===== config.mk =====
export PLATFORM = sky130hd
export DESIGN_NAME = seg7_scan_driver
export DESIGN_NICKNAME = d
export VERILOG_FILES = /design/src/rtl/seg7_scan_driver.sv
export SDC_FILE = /design/constraint.sdc
export NUM_CORES = 1
export LEC_CHECK = 0
export CORE_UTILIZATION = 50
export CTS_CLUSTER_DIAMETER = 60
export DETAILED_ROUTE_END_ITERATION = 16
export PLACE_DENSITY = 0.76
export SLEW_MARGIN = 20
export SYNTH_ARGS = -nofsm -noshare
export SYNTH_HDL_FRONTEND = slang
export SYNTH_SLANG_ARGS = --single-unit

===== constraint.sdc =====
create_clock -name clk -period 1.7 [get_ports clk]
set_clock_uncertainty 0.05 [all_clocks]
set_input_delay 0.34 -clock clk [delete_from_list [all_inputs] [get_ports clk]]
set_output_delay 0.34 -clock clk [all_outputs]
set_load 0.02 [all_outputs]

===== src/rtl/seg7_scan_driver.sv =====
// seg7_scan_driver: binary-to-BCD converter with multiplexed 7-segment scanning.
// Define SEG7_LZB_EN to blank leading zero digits.
module seg7_scan_driver #(
  parameter int DIGITS   = 2,
  parameter int WIDTH    = 7,
  parameter int SCAN_DIV = 1000
) (
  input  logic              clk,
  input  logic              reset,
  input  logic [WIDTH-1:0]  value,
  input  logic              load,
  output logic [6:0]        seg,
  output logic [DIGITS-1:0] an,
  output logic              busy,
  output logic              overflow
);
  // Five BCD digits hold any 14-bit value, so overflow is just "any digit above DIGITS nonzero".
  localparam int BW = 20;
  localparam int DW = 4 * DIGITS;
  localparam int PW = $clog2(SCAN_DIV);
  localparam int IW = DIGITS > 1 ? $clog2(DIGITS) : 1;
  localparam int CW = $clog2(WIDTH + 1);
  logic [PW-1:0]     pre_q;
  logic [IW-1:0]     idx_q;
  logic [WIDTH-1:0]  bin_q;
  logic [BW-1:0]     bcd_q, adj;
  logic [BW:0]       bcd_d;
  logic [CW-1:0]     cnt_q;
  logic [DW-1:0]     dig_q;
  logic              busy_q, ovf_q, tc, last, blank;
  logic [3:0]        cur;
  logic [6:0]        seg_q, seg_d;
  logic [DIGITS-1:0] an_q, an_d;
  function automatic logic [6:0] dec(input logic [3:0] d);
    case (d)
      4'd0: dec = 7'b0111111;
      4'd1: dec = 7'b0000110;
      4'd2: dec = 7'b1011011;
      4'd3: dec = 7'b1001111;
      4'd4: dec = 7'b1100110;
      4'd5: dec = 7'b1101101;
      4'd6: dec = 7'b1111101;
      4'd7: dec = 7'b0000111;
      4'd8: dec = 7'b1111111;
      4'd9: dec = 7'b1101111;
      default: dec = 7'b0000000;
    endcase
  endfunction
  always_comb begin
    adj = bcd_q;
    for (int i = 0; i < BW / 4; i++)
      adj[4*i +: 4] = bcd_q[4*i +: 4] >= 4'd5 ? bcd_q[4*i +: 4] + 4'd3 : bcd_q[4*i +: 4];
    bcd_d = {adj, bin_q[WIDTH-1]};
  end
  assign tc   = pre_q == PW'(SCAN_DIV - 1);
  assign last = cnt_q == CW'(WIDTH - 1);
  assign cur  = dig_q[4*idx_q +: 4];
`ifdef SEG7_LZB_EN
  logic [DW-1:0] hi;
  assign hi    = dig_q >> {idx_q, 2'b00};
  assign blank = idx_q != '0 && hi == '0;
`else
  assign blank = 1'b0;
`endif
  assign seg_d = ovf_q ? 7'b1000000 : blank ? 7'b0000000 : dec(cur);
  assign an_d  = DIGITS'(1) << idx_q;
  always_ff @(posedge clk) begin
    if (reset) begin
      pre_q  <= '0;
      idx_q  <= '0;
      bin_q  <= '0;
      bcd_q  <= '0;
      cnt_q  <= '0;
      dig_q  <= '0;
      busy_q <= 1'b0;
      ovf_q  <= 1'b0;
      seg_q  <= 7'b0111111;
      an_q   <= DIGITS'(1);
    end else begin
      pre_q <= tc ? '0 : pre_q + 1'b1;
      idx_q <= tc ? (idx_q == IW'(DIGITS - 1) ? '0 : idx_q + 1'b1) : idx_q;
      seg_q <= seg_d;
      an_q  <= an_d;
      if (busy_q) begin
        bin_q <= bin_q << 1;
        bcd_q <= bcd_d[BW-1:0];
        cnt_q <= cnt_q + 1'b1;
        if (last) begin
          busy_q <= 1'b0;
          dig_q  <= bcd_d[DW-1:0];
          ovf_q  <= |bcd_d[BW:DW];
        end
      end else if (load) begin
        bin_q  <= value;
        bcd_q  <= '0;
        cnt_q  <= '0;
        busy_q <= 1'b1;
      end
    end
  end
  assign seg      = seg_q;
  assign an       = an_q;
  assign busy     = busy_q;
  assign overflow = ovf_q;
endmodule


Word level (Yosys, flattened, before mapping):

Memory sizes are Yosys's and may differ from the RTL's.
Index checks and enable logic that the tools add are counted.

* muxes and demuxes: 16
* equality and inequality tests: 2
* add/subtract/negate cells: 8
* order comparisons: 5
* reductions and logical operators: 5
* shifts and indexed selects: 2

Operators with widths (count)
* 2-to-1 mux 20 bit: 2
* 2-to-1 mux 7 bit: 3
* adder 4 x 2 -> 4 bit, second input constant: 5
* greater-or-equal comparator 4 x 3 -> 1 bit, second input constant: 5
* 2-to-1 mux 4 bit: 5
* OR reduction 13 bit: 1
* adder 10 x 1 -> 10 bit, second input constant: 1
* == test 10 bit, second input constant: 1
* variable part select 8 x 4 -> 4 bit: 1
* 2-to-1 mux 3 bit: 2
* 2-to-1 mux 1 bit: 4
* OR reduction 2 bit: 2
* adder 3 x 1 -> 3 bit, second input constant: 1
* == test 3 bit, second input constant: 1
* AND reduction 2 bit: 1
* nonzero test 2 bit: 1
* << shifter 1 x 1 -> 2 bit, first input constant: 1
* adder 1 bit, second input constant: 1

* register bits: 60
* bits of input ports: 10
* memory bits (read-only): 112
* logic and storage cells: 50
* memories: 1
* output and inout bits: 11

Memories
* (no name shown): depth 16, width 7, rd ports 1, clocked after Yosys merged registers in 0, write ports 0, RTL line 35 `case (d)`

Logic depth before layout (Yosys ltp):

Gate-level depths: netlist of the first run.

* depth in word-level cells: 3
* mapped depth: 8
* depth with buffers taken out: 7

Worst setup path after synthesis of the first run:

OpenSTA, ideal clock, no wires.

* path type: register -> register
* start point: reg bcd_q[17]
* end point: reg ovf_q (netlist: overflow)
* data required time: 1.514 ns
* arrival: 1.502 ns
* cell stages (with the launch flop): 8
* slack: 0.012 ns
* library setup time: 0.136 ns
* buffers on the path: 0
* clock period less this slack: 1.688 ns
* cells stage by stage: dfxtp_1 inv_1 ha_1 nand2b_2 a2111oi_4 o211ai_1 nor4_1 a311oi_1

* word-level cells in the longest chain between the ends: 3
* elaborated cells between the ends (all ways): 4
* those cells by class: add/sub: 1; order compare: 1; mux: 1; reduce/logical: 1

Ends and longest elaborated chain
* start: declaration: RTL line 26 `logic [BW-1:0] bcd_q, adj;`
* start signal: assignment: RTL line 86 `bcd_q <= bcd_d[BW-1:0];`
* adder 4 x 2 -> 4 bit or greater-or-equal comparator 4 x 3 -> 1 bit (tied branches): RTL line 52 `adj[4*i +: 4] = bcd_q[4*i +: 4] >= 4'd5 ? bcd_q[4*i +: 4] + 4'd3 : bcd_q[4*i +: 4];`
* 2-to-1 mux 4 bit *: RTL line 52
* OR reduction 13 bit *: RTL line 91 `ovf_q <= |bcd_d[BW:DW];`
* end signal: assignment: RTL line 91
* end: declaration: RTL line 30 `logic busy_q, ovf_q, tc, last, blank;`

Mark *: on every way between the ends. The rest lies on a longest branch, timed or not.
A chain may end at the register's enable or synchronous reset.

Worst setup path in the final report of the first run:

* start point: reg seg_q[3] (netlist: seg[3])
* end point: out seg[3]

RTL lines
* start: declaration: RTL line 32 `logic [6:0] seg_q, seg_d;`
* start signal: assignment: RTL line 82 `seg_q <= seg_d;`
* end: declaration: RTL line 12 `output logic [6:0] seg,`

No word-level cell between the ends.

==> run summary, run 1 <==
Worst Setup Start Kind -> flop
Category of the most critical setup path -> reg -> out
Period utilisation layout -> 96.1%
Sequential area share after synthesis -> 39.6%
GRT Util Overall -> 20.6%
Final Hold Vio Count -> 0
Mean post-synth cell area -> 8.39 sq um
RSZ-0062 raised after global routing -> yes
WP buf/inv -> 1
Grt ovf -> 0
Setup tns final -> 0 ns
Sw Share -> 23.4%
DP Worst Slack -> -0.00925 ns
GPL Wtd Cong -> 0.821
Sequential power share -> 50.0%
Clk_lat worst skew -> 0.34 ns
VDD IR max -> 0.000469 V
Syn. warnings -> 0
Clock Root Buffer -> clkbuf_8
H-tree levels -> 3
I/O pin cnt -> 21
Slew at the pin closest to its max-slew limit -> 0.411 ns
Wirelength, routed -> 5850 microns
Worst slew margin -> 72.6%
Cell Area, Placed -> 3400 sq um
Pins over their slew limit -> 0
Power density cells -> 788 nW/um^2
CP endpoint kind -> primary output
Synth Instances -> 361
Largest area contributor in the netlist -> dfxtp_1
Leakage -> 1.44 nW
Max stage delay on crit path -> 0.59 ns
Top_reg_cell synth -> dfxtp_1
Clock tree buffer depth -> 2
FFs w/ async S/R, synth -> 0%
Top-count cell post-synth -> dfxtp_1
Logic gate share of total power -> 5.7%
Crit path max fanout -> 1
CP cell instances -> clkdlybuf4s50_1
Final min period -> 1.63 ns
Die extent in x -> 79.9 microns
Status -> complete, no violations
Register area -> 1200 sq um
First-pass GRT wire length -> 10100 microns
# fillers -> 480
Antenna diodes -> 0
DRT iter0 DRCs -> 99
Synthesized Nets -> 389
Detailed placement HPWL -> 4100 microns
Wire length per cell -> 12.3 microns
Die area -> 6380 sq um
Worst path arrival time -> 1.24 ns
Total power -> 2.89 mW
Row count -> 27
Final setup violating endpoints -> 0
Final #Nets -> 426
Slowest-stage cell, CP -> clkdlybuf4s50_1
Num CTS Buffers -> 9
Fmax -> 612 MHz
Initial antenna violation count -> 0
Post-route DRC -> 0
Design Area, Final -> 3660 sq um
Post-synth top cells -> 60 x dfxtp_1, 53 x nor2_1, 37 x a21oi_1, 33 x nand2_1, 18 x ha_1
Core area -> 5680 sq um
Min setup slack post-route -> 0.0668 ns
Worst min-delay path class -> in -> reg
Share of layout cells above drive strength 1 -> 16.1%
Starting Density -> 53.4%
Max-cap check violation count -> 0
Die H -> 79.9 microns
Clock sink count -> 60
Routed vias/inst -> 5.32
Pre-Repair DR Iteration Count -> 5
Via count -> 2529
Post-synth EDFFs -> 0
Area growth from synthesis to layout -> 20.9%
CTS clock-pin slew for the worst setup and hold paths -> 0.07 ns
Synth Register Bits -> 60
Yosys cell types -> 44
CTS tree -> yes
Net switching power -> 0.675 mW
Vias in the first global route -> 2355
Area share of the largest cell type after synthesis -> 39.6%
Pint -> 2.21 mW
Synth area leaders -> dfxtp_1 40%, ha_1 7.4%, nor2_1 6.6%
ANT nets after route -> 0
Delay-heaviest family, CP -> buffers and inverters
Mapped cell area -> 3030 sq um
Clock power frac -> 44.3%
Pin count of the biggest net entering global routing -> 23
PortBufs -> 20
Area of the multi-input gates -> 1720 sq um
Data required, critical path -> 1.31 ns
Fin Hold WS -> 0.276 ns
path summary, 6_finish.rpt:
check,from,end,slack [ns],depth (start not counted)
setup / recovery,seg[3]$_SDFF_PP1_,seg[3],0.07,1
hold / removal,reset,seg[6]$_SDFF_PP0_,0.28,2
setup reg to reg,bcd_q[13]$_SDFFE_PP0P_,overflow$_SDFFE_PP0P_,0.09,7
hold reg to reg,pre_q[0]$_SDFF_PP0_,pre_q[0]$_SDFF_PP0_,0.39,1
cells in the final DEF (no fill, tap or decap), types with 4 or more instances in the layout:
master and instances:
a21o_1 7, a21oi_1 35, a21oi_2 5, a31oi_1 4, buf_4 25, clkbuf_8 10, clkdlybuf4s50_1 17, dfxtp_1 57
ha_1 15, inv_1 17, mux2i_1 12, nand2_1 33, nand2b_1 11, nand3_1 8, nor2_1 53, nor3_1 12
nor3b_1 8, o21ai_0 10, xnor2_1 11
per-layer routing:
layer | up-vias | part of all wire (%) | track usage [%]
li1 | 1311 | - | -
met1 | 1158 | 47 | 24.3
met5 | - | 0 | 0
met3 | 12 | 3.8 | 4.69
met4 | 0 | 1.9 | 10.7
met2 | 48 | 47 | 34.5
what timing repair did:
item,4_1_cts,5_1_grt
pin swaps,4,4
gates resized for setup,7,8
setup buffers,0,2
endpoints found under the setup margin,3,10
hold buffers,0,0
area by class of cell:
type | count | share of cell area [%]
Inverter | 17 | 1.74
Sequential cell | 60 | 32.9
Clock inverter | 6 | 1.74
Clock buffer | 10 | 3.76
Timing Repair Buffer | 45 | 10.4
Tap cell | 72 | 2.46
Multi-Input combinational cell | 265 | 47.0
sequential cells by signal, summed over array words and instances, names as in the netlist:
signal / flops
pre_q: 10
busy: 1
seg: 7
cnt_q: 3
dig_q: 8
bin_q: 7
idx_q: 1
overflow: 1
an: 2
bcd_q: 20
cell families after synthesis:
| kind of cell | synth area share, % |
|---|---|
| AO/OA/AOI/OAI | 15.9 |
| XOR/XNOR | 4.05 |
| adder cells (fa/ha/maj) | 7.43 |
| buffers and inverters | 5.12 |
| flip-flops | 39.6 |
| multiplexers | 6.11 |
| AND/OR/NAND/NOR | 21.7 |
metrics by stage:
stage          instances  util, %
4_1_cts              473     63.8
5_1_grt              475     64.5
3_5_place_dp         457     59.9
2_1_floorplan        361        -
6_report             475     64.5
3_3_place_gp         457     59.9
power by group through the flow:
| stage | registers, mW | clock network [mW] | logic (mW) |
|---|---|---|---|
| 6_report | 1.44 | 1.28 | 0.165 |
| 5_1_grt | 1.44 | 1.37 | 0.186 |
| 4_1_cts | 1.44 | 1.31 | 0.165 |
| 3_5_place_dp | 1.47 | 0 | 0.164 |
| 3_3_place_gp | 1.47 | 0 | 0.161 |
| 2_1_floorplan | 1.47 | 0 | 0.111 |
No activity file was read; power rests on OpenSTA's default activity.
==> run 2: changes to the inputs <==
- SLEW_MARGIN: 20 -> 10
==> results of run 2 <==
No change in the layout: final DEF, timing and power equal those of run 1.
